`src/rtl/vga_fb_arbiter.sv`:
```
// Frame-buffer port arbiter: VGA prefetch FIFO vs. image-processing writer.
// Optional FB_ARB_STATS_EN adds writer-stall and minimum-FIFO-level stats.
module vga_fb_arbiter #(
    parameter int          H_RES         = 640,
    parameter int          V_RES         = 480,
    parameter int          PIX_W         = 12,
    parameter int          ADDR_W        = 19,
    parameter int          FIFO_DEPTH    = 16,
    parameter int          LOW_WM        = 4,
    parameter logic [11:0] UNDERFLOW_PIX = 12'hF0F
) (
    input  logic              clk_vga,
    input  logic              rst,
    input  logic              vs,
    input  logic [9:0]        hc_visible,
    input  logic [9:0]        vc_visible,
    input  logic              wr_valid,
    input  logic [ADDR_W-1:0] wr_addr,
    input  logic [PIX_W-1:0]  wr_data,
    output logic              wr_ready,
    output logic [ADDR_W-1:0] fb_addr,
    output logic              fb_we,
    output logic [PIX_W-1:0]  fb_wdata,
    input  logic [PIX_W-1:0]  fb_rdata,
    output logic [PIX_W-1:0]  pix_out,
    output logic              underflow
`ifdef FB_ARB_STATS_EN
    ,
    output logic [15:0]       wr_stall_cnt,
    output logic [$clog2(FIFO_DEPTH):0] min_level
`endif
);

    localparam int AW = $clog2(FIFO_DEPTH);
    localparam int LW = AW + 1;
    localparam logic [ADDR_W-1:0] LAST_ADDR = ADDR_W'(H_RES * V_RES - 1);

    typedef enum logic [1:0] {S_BLANK, S_RUN, S_DONE} state_t;

    state_t            state_q;
    logic [PIX_W-1:0]  mem_q [FIFO_DEPTH];
    logic [AW-1:0]     wptr_q, rptr_q;
    logic [LW-1:0]     level_q;
    logic [ADDR_W-1:0] fetch_addr_q, hold_addr_q;
    logic              in_flight_q;
    logic [PIX_W-1:0]  pix_q;
    logic              unf_q;

    logic          pop, pop_ok, run, fetch_ok, low;
    logic          do_fetch, do_write;
    logic [LW:0]   occ;

    assign pop    = (hc_visible != 10'd0) && (vc_visible != 10'd0);
    assign pop_ok = pop && (level_q != '0);
    assign run    = (state_q == S_RUN) && vs;
    assign occ    = {1'b0, level_q} + {{LW{1'b0}}, in_flight_q};
    assign fetch_ok = occ < (LW+1)'(FIFO_DEPTH);
    assign low    = level_q < LW'(LOW_WM);

    // Grants are forced off while reset is held so every output reads 0.
    always_comb begin
        do_fetch = 1'b0;
        do_write = 1'b0;
        if (rst) begin
            if (run) begin
                if (fetch_ok && low)  do_fetch = 1'b1;
                else if (wr_valid)    do_write = 1'b1;
                else if (fetch_ok)    do_fetch = 1'b1;
            end else begin
                do_write = wr_valid;
            end
        end
    end

    assign wr_ready  = do_write;
    assign fb_we     = do_write;
    assign fb_wdata  = do_write ? wr_data : '0;
    assign fb_addr   = do_write ? wr_addr :
                       do_fetch ? fetch_addr_q : hold_addr_q;
    assign pix_out   = pix_q;
    assign underflow = unf_q;

    always_ff @(posedge clk_vga) begin
        if (in_flight_q) mem_q[wptr_q] <= fb_rdata;
    end

    always_ff @(posedge clk_vga or negedge rst) begin
        if (!rst) begin
            state_q      <= S_BLANK;
            wptr_q       <= '0;
            rptr_q       <= '0;
            level_q      <= '0;
            fetch_addr_q <= '0;
            hold_addr_q  <= '0;
            in_flight_q  <= 1'b0;
            pix_q        <= '0;
            unf_q        <= 1'b0;
        end else begin
            if (do_write)      hold_addr_q <= wr_addr;
            else if (do_fetch) hold_addr_q <= fetch_addr_q;

            if (!pop)    pix_q <= '0;
            else if (pop_ok) pix_q <= mem_q[rptr_q];
            else         pix_q <= UNDERFLOW_PIX;

            if (!vs) begin
                state_q      <= S_BLANK;
                wptr_q       <= '0;
                rptr_q       <= '0;
                level_q      <= '0;
                fetch_addr_q <= '0;
                in_flight_q  <= 1'b0;
                unf_q        <= 1'b0;
            end else begin
                if (pop && !pop_ok) unf_q <= 1'b1;
                if (in_flight_q) wptr_q <= wptr_q + 1'b1;
                if (pop_ok)      rptr_q <= rptr_q + 1'b1;
                unique case ({in_flight_q, pop_ok})
                    2'b10:   level_q <= level_q + 1'b1;
                    2'b01:   level_q <= level_q - 1'b1;
                    default: level_q <= level_q;
                endcase
                in_flight_q <= do_fetch;
                if (do_fetch) fetch_addr_q <= fetch_addr_q + 1'b1;
                unique case (state_q)
                    S_BLANK: state_q <= S_RUN;
                    S_RUN: begin
                        if (do_fetch && fetch_addr_q == LAST_ADDR)
                            state_q <= S_DONE;
                    end
                    default: state_q <= state_q;
                endcase
            end
        end
    end

`ifdef FB_ARB_STATS_EN
    logic [15:0] stall_q;
    logic [LW-1:0] min_q;

    assign wr_stall_cnt = stall_q;
    assign min_level    = min_q;

    always_ff @(posedge clk_vga or negedge rst) begin
        if (!rst) begin
            stall_q <= '0;
            min_q   <= LW'(FIFO_DEPTH);
        end else if (!vs || state_q == S_BLANK) begin
            stall_q <= '0;
            min_q   <= LW'(FIFO_DEPTH);
        end else begin
            if (run && wr_valid && !do_write && stall_q != 16'hFFFF)
                stall_q <= stall_q + 1'b1;
            if (pop && level_q < min_q) min_q <= level_q;
        end
    end
`endif

endmodule

```
`config.mk`:
```
export PLATFORM = sky130hd
export DESIGN_NAME = vga_fb_arbiter
export DESIGN_NICKNAME = d
export VERILOG_FILES = /design/src/rtl/vga_fb_arbiter.sv
export SDC_FILE = /design/constraint.sdc
export NUM_CORES = 1
export LEC_CHECK = 0
export ABC_AREA = 1
export BUFFER_PORTS_ARGS = -buffer_cell sky130_fd_sc_hd__buf_2
export CORE_MARGIN = 8
export CORE_UTILIZATION = 59
export DETAILED_ROUTE_END_ITERATION = 16
export PLACE_DENSITY_LB_ADDON = 0.05
export RECOVER_POWER = 50
export SLEW_MARGIN = 25
export SYNTH_ARGS = -nofsm -noshare
export SYNTH_HDL_FRONTEND = slang
export SYNTH_SLANG_ARGS = --single-unit
export TNS_END_PERCENT = 30
```
`constraint.sdc`:
```
create_clock -name clk_vga -period 2.11 [get_ports clk_vga]
set_input_delay 0 -clock clk_vga [delete_from_list [all_inputs] [get_ports clk_vga]]
set_output_delay 0 -clock clk_vga [all_outputs]
set_load 0.02 [all_outputs]
```
==> results of run 1 <==
logic make-up (layout without fill, tap and decap cells):
logic type | Yosys count | after routing | synth area share
AO/OA/AOI/OAI | 234 | 234 | 0.124
flip-flops | 259 | 259 | 0.678
AND/OR/NAND/NOR | 361 | 361 | 0.141
adder cells (fa/ha/maj) | 8 | 8 | 0.00912
buffers and inverters | 129 | 326 | 0.0470
worst min-delay path, stage by stage:
cell and delay [ns]:
sky130_fd_sc_hd__buf_2 0.11, sky130_fd_sc_hd__o21ai_2 0.07, sky130_fd_sc_hd__nand3_4 0.11, sky130_fd_sc_hd__inv_2 0.06, sky130_fd_sc_hd__buf_4 0.16
placed cells by master, fill, tap and decap left out, types with 3 or more instances in the layout:
master | netlist | final
sky130_fd_sc_hd__buf_4 | 3 | 69
sky130_fd_sc_hd__clkbuf_1 | 32 | 37
sky130_fd_sc_hd__o21ai_1 | 11 | 11
sky130_fd_sc_hd__clkbuf_16 | 0 | 29
sky130_fd_sc_hd__dfrtp_1 | 67 | 64
sky130_fd_sc_hd__a211oi_1 | 3 | 3
sky130_fd_sc_hd__nand4_1 | 5 | 5
sky130_fd_sc_hd__clkinv_1 | 2 | 4
sky130_fd_sc_hd__nor2_4 | 5 | 5
sky130_fd_sc_hd__inv_2 | 9 | 10
sky130_fd_sc_hd__nor2_2 | 3 | 5
sky130_fd_sc_hd__nor3_1 | 7 | 7
sky130_fd_sc_hd__edfxtp_1 | 192 | 192
sky130_fd_sc_hd__o21ai_0 | 81 | 80
sky130_fd_sc_hd__nand3_1 | 43 | 43
sky130_fd_sc_hd__dfrtp_2 | 0 | 3
sky130_fd_sc_hd__a21oi_1 | 85 | 78
sky130_fd_sc_hd__ha_1 | 8 | 8
sky130_fd_sc_hd__nor2_1 | 141 | 139
sky130_fd_sc_hd__inv_1 | 65 | 64
sky130_fd_sc_hd__a32o_1 | 5 | 5
sky130_fd_sc_hd__o31ai_1 | 3 | 3
sky130_fd_sc_hd__buf_12 | 0 | 3
sky130_fd_sc_hd__clkbuf_8 | 0 | 5
sky130_fd_sc_hd__a21oi_2 | 0 | 7
sky130_fd_sc_hd__nand2_1 | 146 | 146
sky130_fd_sc_hd__dlygate4sd3_1 | 0 | 33
sky130_fd_sc_hd__o221ai_1 | 32 | 32
sky130_fd_sc_hd__a22oi_1 | 8 | 8
sky130_fd_sc_hd__buf_2 | 16 | 69
power by group through the flow:
| stage | sequential, mW | combinational (mW) | clock, mW |
|---|---|---|---|
| 6_report | 5.99 | 4.08 | 4.44 |
| 3_3_place_gp | 6.06 | 3.80 | 0 |
| 5_1_grt | 6.01 | 4.51 | 4.72 |
| 2_1_floorplan | 6.17 | 2.45 | 0 |
| 3_5_place_dp | 6.06 | 3.85 | 0 |
| 4_1_cts | 5.97 | 3.93 | 4.49 |
final cells by class:
type | instances | area share
multi-input cells | 603 | 0.230
clock inverters | 4 | 0.00319
flip-flops and latches | 259 | 0.559
repair buffers | 202 | 0.106
well taps | 234 | 0.0220
clock buffers | 44 | 0.0593
inverters | 76 | 0.0214
metrics by stage:
step	hold WS, ns	util	cell area (µm²)	worst slack, ns
after floorplan	-0.296	-	11000	0.299
after global placement	0.258	0.649	12000	0.252
after detailed placement	0.267	0.649	12000	0.178
after CTS	0.0425	0.714	13200	0.0110
after global routing	0.0632	0.722	13300	-0.0800
final	0.0307	0.722	13300	0.0259
state kept, by name, indices dropped and copies added (netlist names):
name	cells
fetch_addr_q	19
hold_addr_q	19
in_flight_q	1
level_q	5
mem_q	192
pix_out	12
rptr_q	4
state_q	2
underflow	1
wptr_q	4
worst max path at each step:
stage                        endpoint  slack [ns]                   start
2_1_floorplan  level_q[4]$_DFFE_PN0P_        0.30  level_q[2]$_DFFE_PN0P_
3_3_place_gp   level_q[4]$_DFFE_PN0P_        0.25  level_q[2]$_DFFE_PN0P_
3_5_place_dp   level_q[4]$_DFFE_PN0P_        0.18   in_flight_q$_DFF_PN0_
4_1_cts                   fb_addr[12]        0.01  level_q[4]$_DFFE_PN0P_
5_1_grt                    fb_addr[5]       -0.08  level_q[4]$_DFFE_PN0P_
6_report                  fb_addr[18]        0.03  level_q[2]$_DFFE_PN0P_
metal layers:
| layer | vias up | GRT usage | routed length [µm] | part of all wire |
|---|---|---|---|---|
| met5 | - | 0 | 0 | 0 |
| met4 | 0 | 0.0576 | 495 | 0.018 |
| met3 | 42 | 0.0408 | 2100 | 0.077 |
| met2 | 314 | 0.380 | 13400 | 0.49 |
| met1 | 3855 | 0.299 | 11200 | 0.41 |
| li1 | 3848 | - | - | - |
what timing repair did:
action                                  CTS  global route
hold buffers                             33             0
endpoints found under the setup margin   19            20
hold endpoints to repair                281             0
cloned                                    0             2
buffers inserted                          2             5
pin swaps                                 0             5
gates resized for setup                   4            32
==> parameters.txt, run 1 <==
Parameter                              Value

Logic synthesis
  Share of synthesized area occupied by flip-flops and latches ... 0.678
  Net count of the mapped netlist ... 1,066
  Commonest register cell after synthesis ... sky130_fd_sc_hd__edfxtp_1
  Number of instances in the synthesized netlist ... 991
  Most numerous cell types in the synthesized netlist ... sky130_fd_sc_hd__edfxtp_1 (192), sky130_fd_sc_hd__nand2_1 (146), sky130_fd_sc_hd__nor2_1 (141)
  Mean area per synthesized cell ... 11.1 µm²
  Most used standard cell by instance count after synthesis ... sky130_fd_sc_hd__edfxtp_1
  FF+latch count, synth ... 259
  Synthesis Warnings ... 0
  Netlist Area Pre-Place ... 11,000 µm²
  Post-synth EDFFs ... 192
  Share of synthesized flip-flops with an asynchronous set or reset ... 0.259
  Leading cell types by total area after synthesis ... sky130_fd_sc_hd__edfxtp_1 (53%), sky130_fd_sc_hd__dfrtp_1 (15%), sky130_fd_sc_hd__nand2_1 (5.0%), sky130_fd_sc_hd__nor2_1 (4.8%), sky130_fd_sc_hd__a21oi_1 (3.9%)
  Post-synth cell types ... 37
  Largest area contributor in the netlist ... sky130_fd_sc_hd__edfxtp_1
  Portion of synthesized cell area occupied by the leading cell type ... 0.525

Route
  Drt first-iter violations ... 562
  Post-detailed-routing wire length ... 27.2 mm
  DRC violations left ... 0
  Count of vias placed by the detailed router ... 8,059
  Number of detailed-routing iterations run before antenna repair ... 7
  Residual antenna-violating net count after detailed routing ... 0
  Average via count per standard cell ... 5.67
  Per-cell routed wire length ... 19.1 µm

Worst setup path
  Worst-case register-to-register setup slack ... 0.23 ns
  Library cell appearing most often on the critical path ... sky130_fd_sc_hd__nor2_2
  Endpoint arrival time on the critical path ... 2.08 ns
  Maximum single-stage delay on the critical path ... 0.44 ns
  Endpoint class of the critical path ... output port
  Cells traversed along the worst timing path ... nor2_2 > nand2_1 > nor2_1 > nor2_2 > inv_2 > buf_12 > o21ai_0 > o21ai_1 > buf_4
  Start of the worst register-to-register path ... in_flight_q$_DFF_PN0_
  Worst setup path category ... reg2out
  Capture point of the worst reg-to-reg path ... level_q[4]$_DFFE_PN0P_
  Sum of buffers and inverters on the critical path ... 3
  Critical Path Fanout Max ... 8
  Logic depth of the worst register-to-register path ... 10
  CP Launch Type ... flip-flop
  Cell with the largest stage delay on the worst path ... sky130_fd_sc_hd__dfrtp_2
  Worst Path Required ... 2.11 ns
  Stages on the worst setup path ... 9
  CP delay by family, top ... buffers and inverters

STA
  Final setup violation count ... 0
  Setup TNS Final ... 0 ns
  Final count of pins violating max slew ... 0
  Slew @ Worst Pin ... 0.866 ns
  Relative slew margins ... 0.423
  Final Skew ... 0.0231 ns
  Crit share post-route ... 0.988
  Unrepaired setup endpoints after global routing ... true
  Final hold violation count ... 0
  Peak clock frequency supported by timing ... 480 MHz
  Minimum clock period after layout ... 2.08 ns

Floorplanning
  Height of the die ... 152 µm
  Number of ports placed on the die boundary ... 113
  Area of the core region ... 18,500 µm²
  Die W ... 152 µm
  Initial core utilization ... 0.595
  Number of rows created at floorplan ... 50
  Die ar. ... 23,200 µm²

Cells and area
  Count of inserted antenna diode cells ... 0
  Number of filler instances in the final layout ... 1,284
  Number of nets in the layout ... 1,243
  Post-route non-filler standard cell count ... 1,422
  Sequential Area ... 7450 µm²
  Relative area change from synthesis to final layout ... 21.4%
  Layout cell share with drive strength beyond 1 ... 0.183
  Area of combinational cells with multiple inputs ... 3060 µm²

GRT
  Sum of overflow across all layers after global routing ... 0
  First-pass GRT wire length ... 42.0 mm
  Total global routing track utilization ... 0.226
  Vias in the first global route ... 7,990
  Largest net degree at the start of global routing ... 68
  Antenna violations before repair ... 0

Hold path
  Hold path endpoint ... in_flight_q$_DFF_PN0_
  Hold Path Class ... in2reg
  Number of cells on the worst hold path ... 5
  Min-Delay Startpoint ... wr_valid

CTS
  Number of sinks driven by the clock tree ... 259
  Number of H-tree levels ... 1
  Clk Tree Root Cell ... sky130_fd_sc_hd__clkbuf_16
  Clock-pin slew of the registers on the worst-case setup and hold paths ... 0.06 ns
  Total CTS buffers ... 26
  Clock insertion delay at the later pin of the skew report ... 0.53 ns
  TritonCTS clock tree ... done
  Maximum root-to-sink buffer count ... 3

Power and ir drop
  Leak ... 5.31 nW
  Sw Ratio ... 0.320
  Sequential share of power ... 0.413
  Peak supply drop ... 0.682 mV
  Post-layout total power ... 14.5 mW
  Combinational power share ... 0.281
  Sw power ... 4.65 mW
  Total power density per cell area ... 1090 nW/µm²
  Clock share of power ... 0.306
  Pint ... 9.86 mW

Placed design
  Number of cells after detailed placement ... 1,332
  HPWL after DPL ... 16.6 mm
  Placer Congestion ... 0.862
  Input/output buffers ... 112

Flow run
  Max-cap viol count ... 0

Run status
  Status ... finished clean
No activity file was read; power rests on OpenSTA's default activity.
==> inputs of run 2 (changes only) <==
--- a/config.mk
+++ b/config.mk
@@ -7,7 +7,7 @@
 export LEC_CHECK = 0
 export ABC_AREA = 1
 export BUFFER_PORTS_ARGS = -buffer_cell sky130_fd_sc_hd__buf_2
-export CORE_MARGIN = 8
+export CORE_MARGIN = 3
 export CORE_UTILIZATION = 59
 export DETAILED_ROUTE_END_ITERATION = 16
 export PLACE_DENSITY_LB_ADDON = 0.05
==> parameters.txt, run 2 (synthesized netlist as in run 1, its figures left out) <==
Parameter                              Value

CTS
  Clk Tree Root Cell ... sky130_fd_sc_hd__clkbuf_16
  Clock insertion delay at the later pin of the skew report ... 0.52 ns
  Number of sinks driven by the clock tree ... 259
  Total CTS buffers ... 26
  Maximum root-to-sink buffer count ... 3
  TritonCTS clock tree ... done
  Number of H-tree levels ... 1
  Clock-pin slew of the registers on the worst-case setup and hold paths ... 0.06 ns

Placed design
  Post-Place Setup Slack ... 0.186 ns
  Placer Congestion ... 0.861
  Post-detailed-placement cell area ... 12,000 µm²
  Number of cells after detailed placement ... 1,329
  Input/output buffers ... 112
  HPWL after DPL ... 16.4 mm

Power and ir drop
  Leak ... 5.44 nW
  Peak supply drop ... 0.686 mV
  Total power density per cell area ... 1120 nW/µm²
  Post-layout total power ... 15.2 mW

GRT
  First-pass GRT wire length ... 41.7 mm
  Sum of overflow across all layers after global routing ... 0
  Antenna violations before repair ... 0
  Vias in the first global route ... 7,905
  Total global routing track utilization ... 0.260
  Largest net degree at the start of global routing ... 68

Floorplanning
  Number of ports placed on the die boundary ... 113
  Die ar. ... 20,300 µm²
  Die W ... 142 µm
  Number of rows created at floorplan ... 49
  Area of the core region ... 18,100 µm²
  Height of the die ... 142 µm
  Initial core utilization ... 0.605

Route
  Number of detailed-routing iterations run before antenna repair ... 5
  DRC violations left ... 0
  Average via count per standard cell ... 5.75
  Residual antenna-violating net count after detailed routing ... 0
  Drt first-iter violations ... 665
  Per-cell routed wire length ... 19.1 µm
  Post-detailed-routing wire length ... 27.2 mm
  Count of vias placed by the detailed router ... 8,194

Worst setup path
  Maximum single-stage delay on the critical path ... 0.40 ns
  Worst Path Required ... 2.11 ns
  CP Launch Type ... flip-flop
  Cells traversed along the worst timing path ... inv_2 > nand2_2 > nor2_4 > nand3_4 > buf_8 > nor2_4 > inv_2 > a31oi_4 > buf_6
  Endpoint arrival time on the critical path ... 2.07 ns
  Worst-case register-to-register setup slack ... 0.16 ns
  Critical Path Fanout Max ... 6
  Endpoint class of the critical path ... output port
  Cell with the largest stage delay on the worst path ... sky130_fd_sc_hd__dfrtp_1
  Worst setup path category ... reg2out

STA
  Setup TNS Final ... 0 ns
  Final hold violation count ... 0
  Worst slack on hold paths ... 0.0366 ns
  Worst Setup Slack, final ... 0.0417 ns
  Minimum clock period after layout ... 2.07 ns
  Final setup violation count ... 0
  Final count of pins violating max slew ... 0
  Relative slew margins ... 0.406
  Unrepaired setup endpoints after global routing ... true
  Slew @ Worst Pin ... 0.891 ns
  Peak clock frequency supported by timing ... 483 MHz
  Final Skew ... 0.00783 ns
  Crit share post-route ... 0.980

Run status
  Status ... finished clean

Cells and area
  Layout cell share with drive strength beyond 1 ... 0.203
  Most frequent cells in the layout ... sky130_fd_sc_hd__edfxtp_1 (192), sky130_fd_sc_hd__nand2_1 (144), sky130_fd_sc_hd__nor2_1 (140)
  Utilization of the core after routing ... 0.750
  Number of nets in the layout ... 1,250
  Post-route non-filler standard cell count ... 1,424
  Most common cell after layout, fill and taps aside ... sky130_fd_sc_hd__edfxtp_1
  Largest registers ranked by flip-flop count ... mem_q x192, fetch_addr_q x19, hold_addr_q x19
  Relative area change from synthesis to final layout ... 24.0%
  Count of inserted antenna diode cells ... 0
  Number of filler instances in the final layout ... 1,258
  Reg with most FFs ... mem_q
  Summed area of non-filler cells in the final layout ... 13,600 µm²
  Flip-flop count of the largest register, all copies and words added ... 192

Hold path
  Hold Path Class ... in2reg

Flow run
  Max-cap viol count ... 0
==> run 2: final cells by class <==
class | count | area (µm²) | share of cell area
timing repair buffer | 209 | 1520 | 0.112
clock inverter | 6 | 130 | 0.00956
inverter | 76 | 293 | 0.0215
multi-input combinational | 603 | 3110 | 0.229
clock buffer | 42 | 813 | 0.0598
tap | 229 | 287 | 0.0211
sequential | 259 | 7450 | 0.547
==> run 2: final timing paths <==
kind,startpoint,endpoint,cells past startpoint
worst max-delay path,level_q[4]$_DFFE_PN0P_,fb_addr[0],9
worst min-delay path,wr_valid,in_flight_q$_DFF_PN0_,5
worst max register to register,in_flight_q$_DFF_PN0_,level_q[4]$_DFFE_PN0P_,10
worst min register to register,fetch_addr_q[18]$_DFFE_PN0P_,fetch_addr_q[18]$_DFFE_PN0P_,1
max in group asynchronous,rst,level_q[3]$_DFFE_PN0P_,3
min in group asynchronous,rst,pix_out[7]$_DFF_PN0_,3
==> run 2: routing by layer <==
layer,track usage,up-vias,share of wire
met2,0.435,326,0.48
met1,0.366,3955,0.43
li1,-,3864,-
met3,0.0450,49,0.072
met4,0.0555,0,0.019
met5,0,-,0
==> run 2: repair_timing <==
| action | CTS | global route |
|---|---|---|
| hold buffers | 33 | 0 |
| setup endpoints to repair | 19 | 20 |
| hold endpoints to repair | 283 | 0 |
| buffers inserted | 5 | 7 |
| resized for setup | 6 | 61 |
| gates cloned | 0 | 2 |
| pin swaps | 0 | 20 |
==> run 2: report_power, final <==
group,leakage (nW),switching [mW],internal [mW]
clock network,0.462,1.85,3.12
registers,2.57,0.170,5.81
logic,2.41,2.78,1.50
total,5.44,4.80,10.4
==> run 2: critical path: cells and delay by family (launching register included) <==
| family | cells | cell delay (ns) |
|---|---|---|
| buffers and inverters | 4 | 0.48 |
| DFF | 1 | 0.40 |
| AOI/OAI and AO/OA | 1 | 0.20 |
| and+or+nand+nor | 4 | 0.45 |
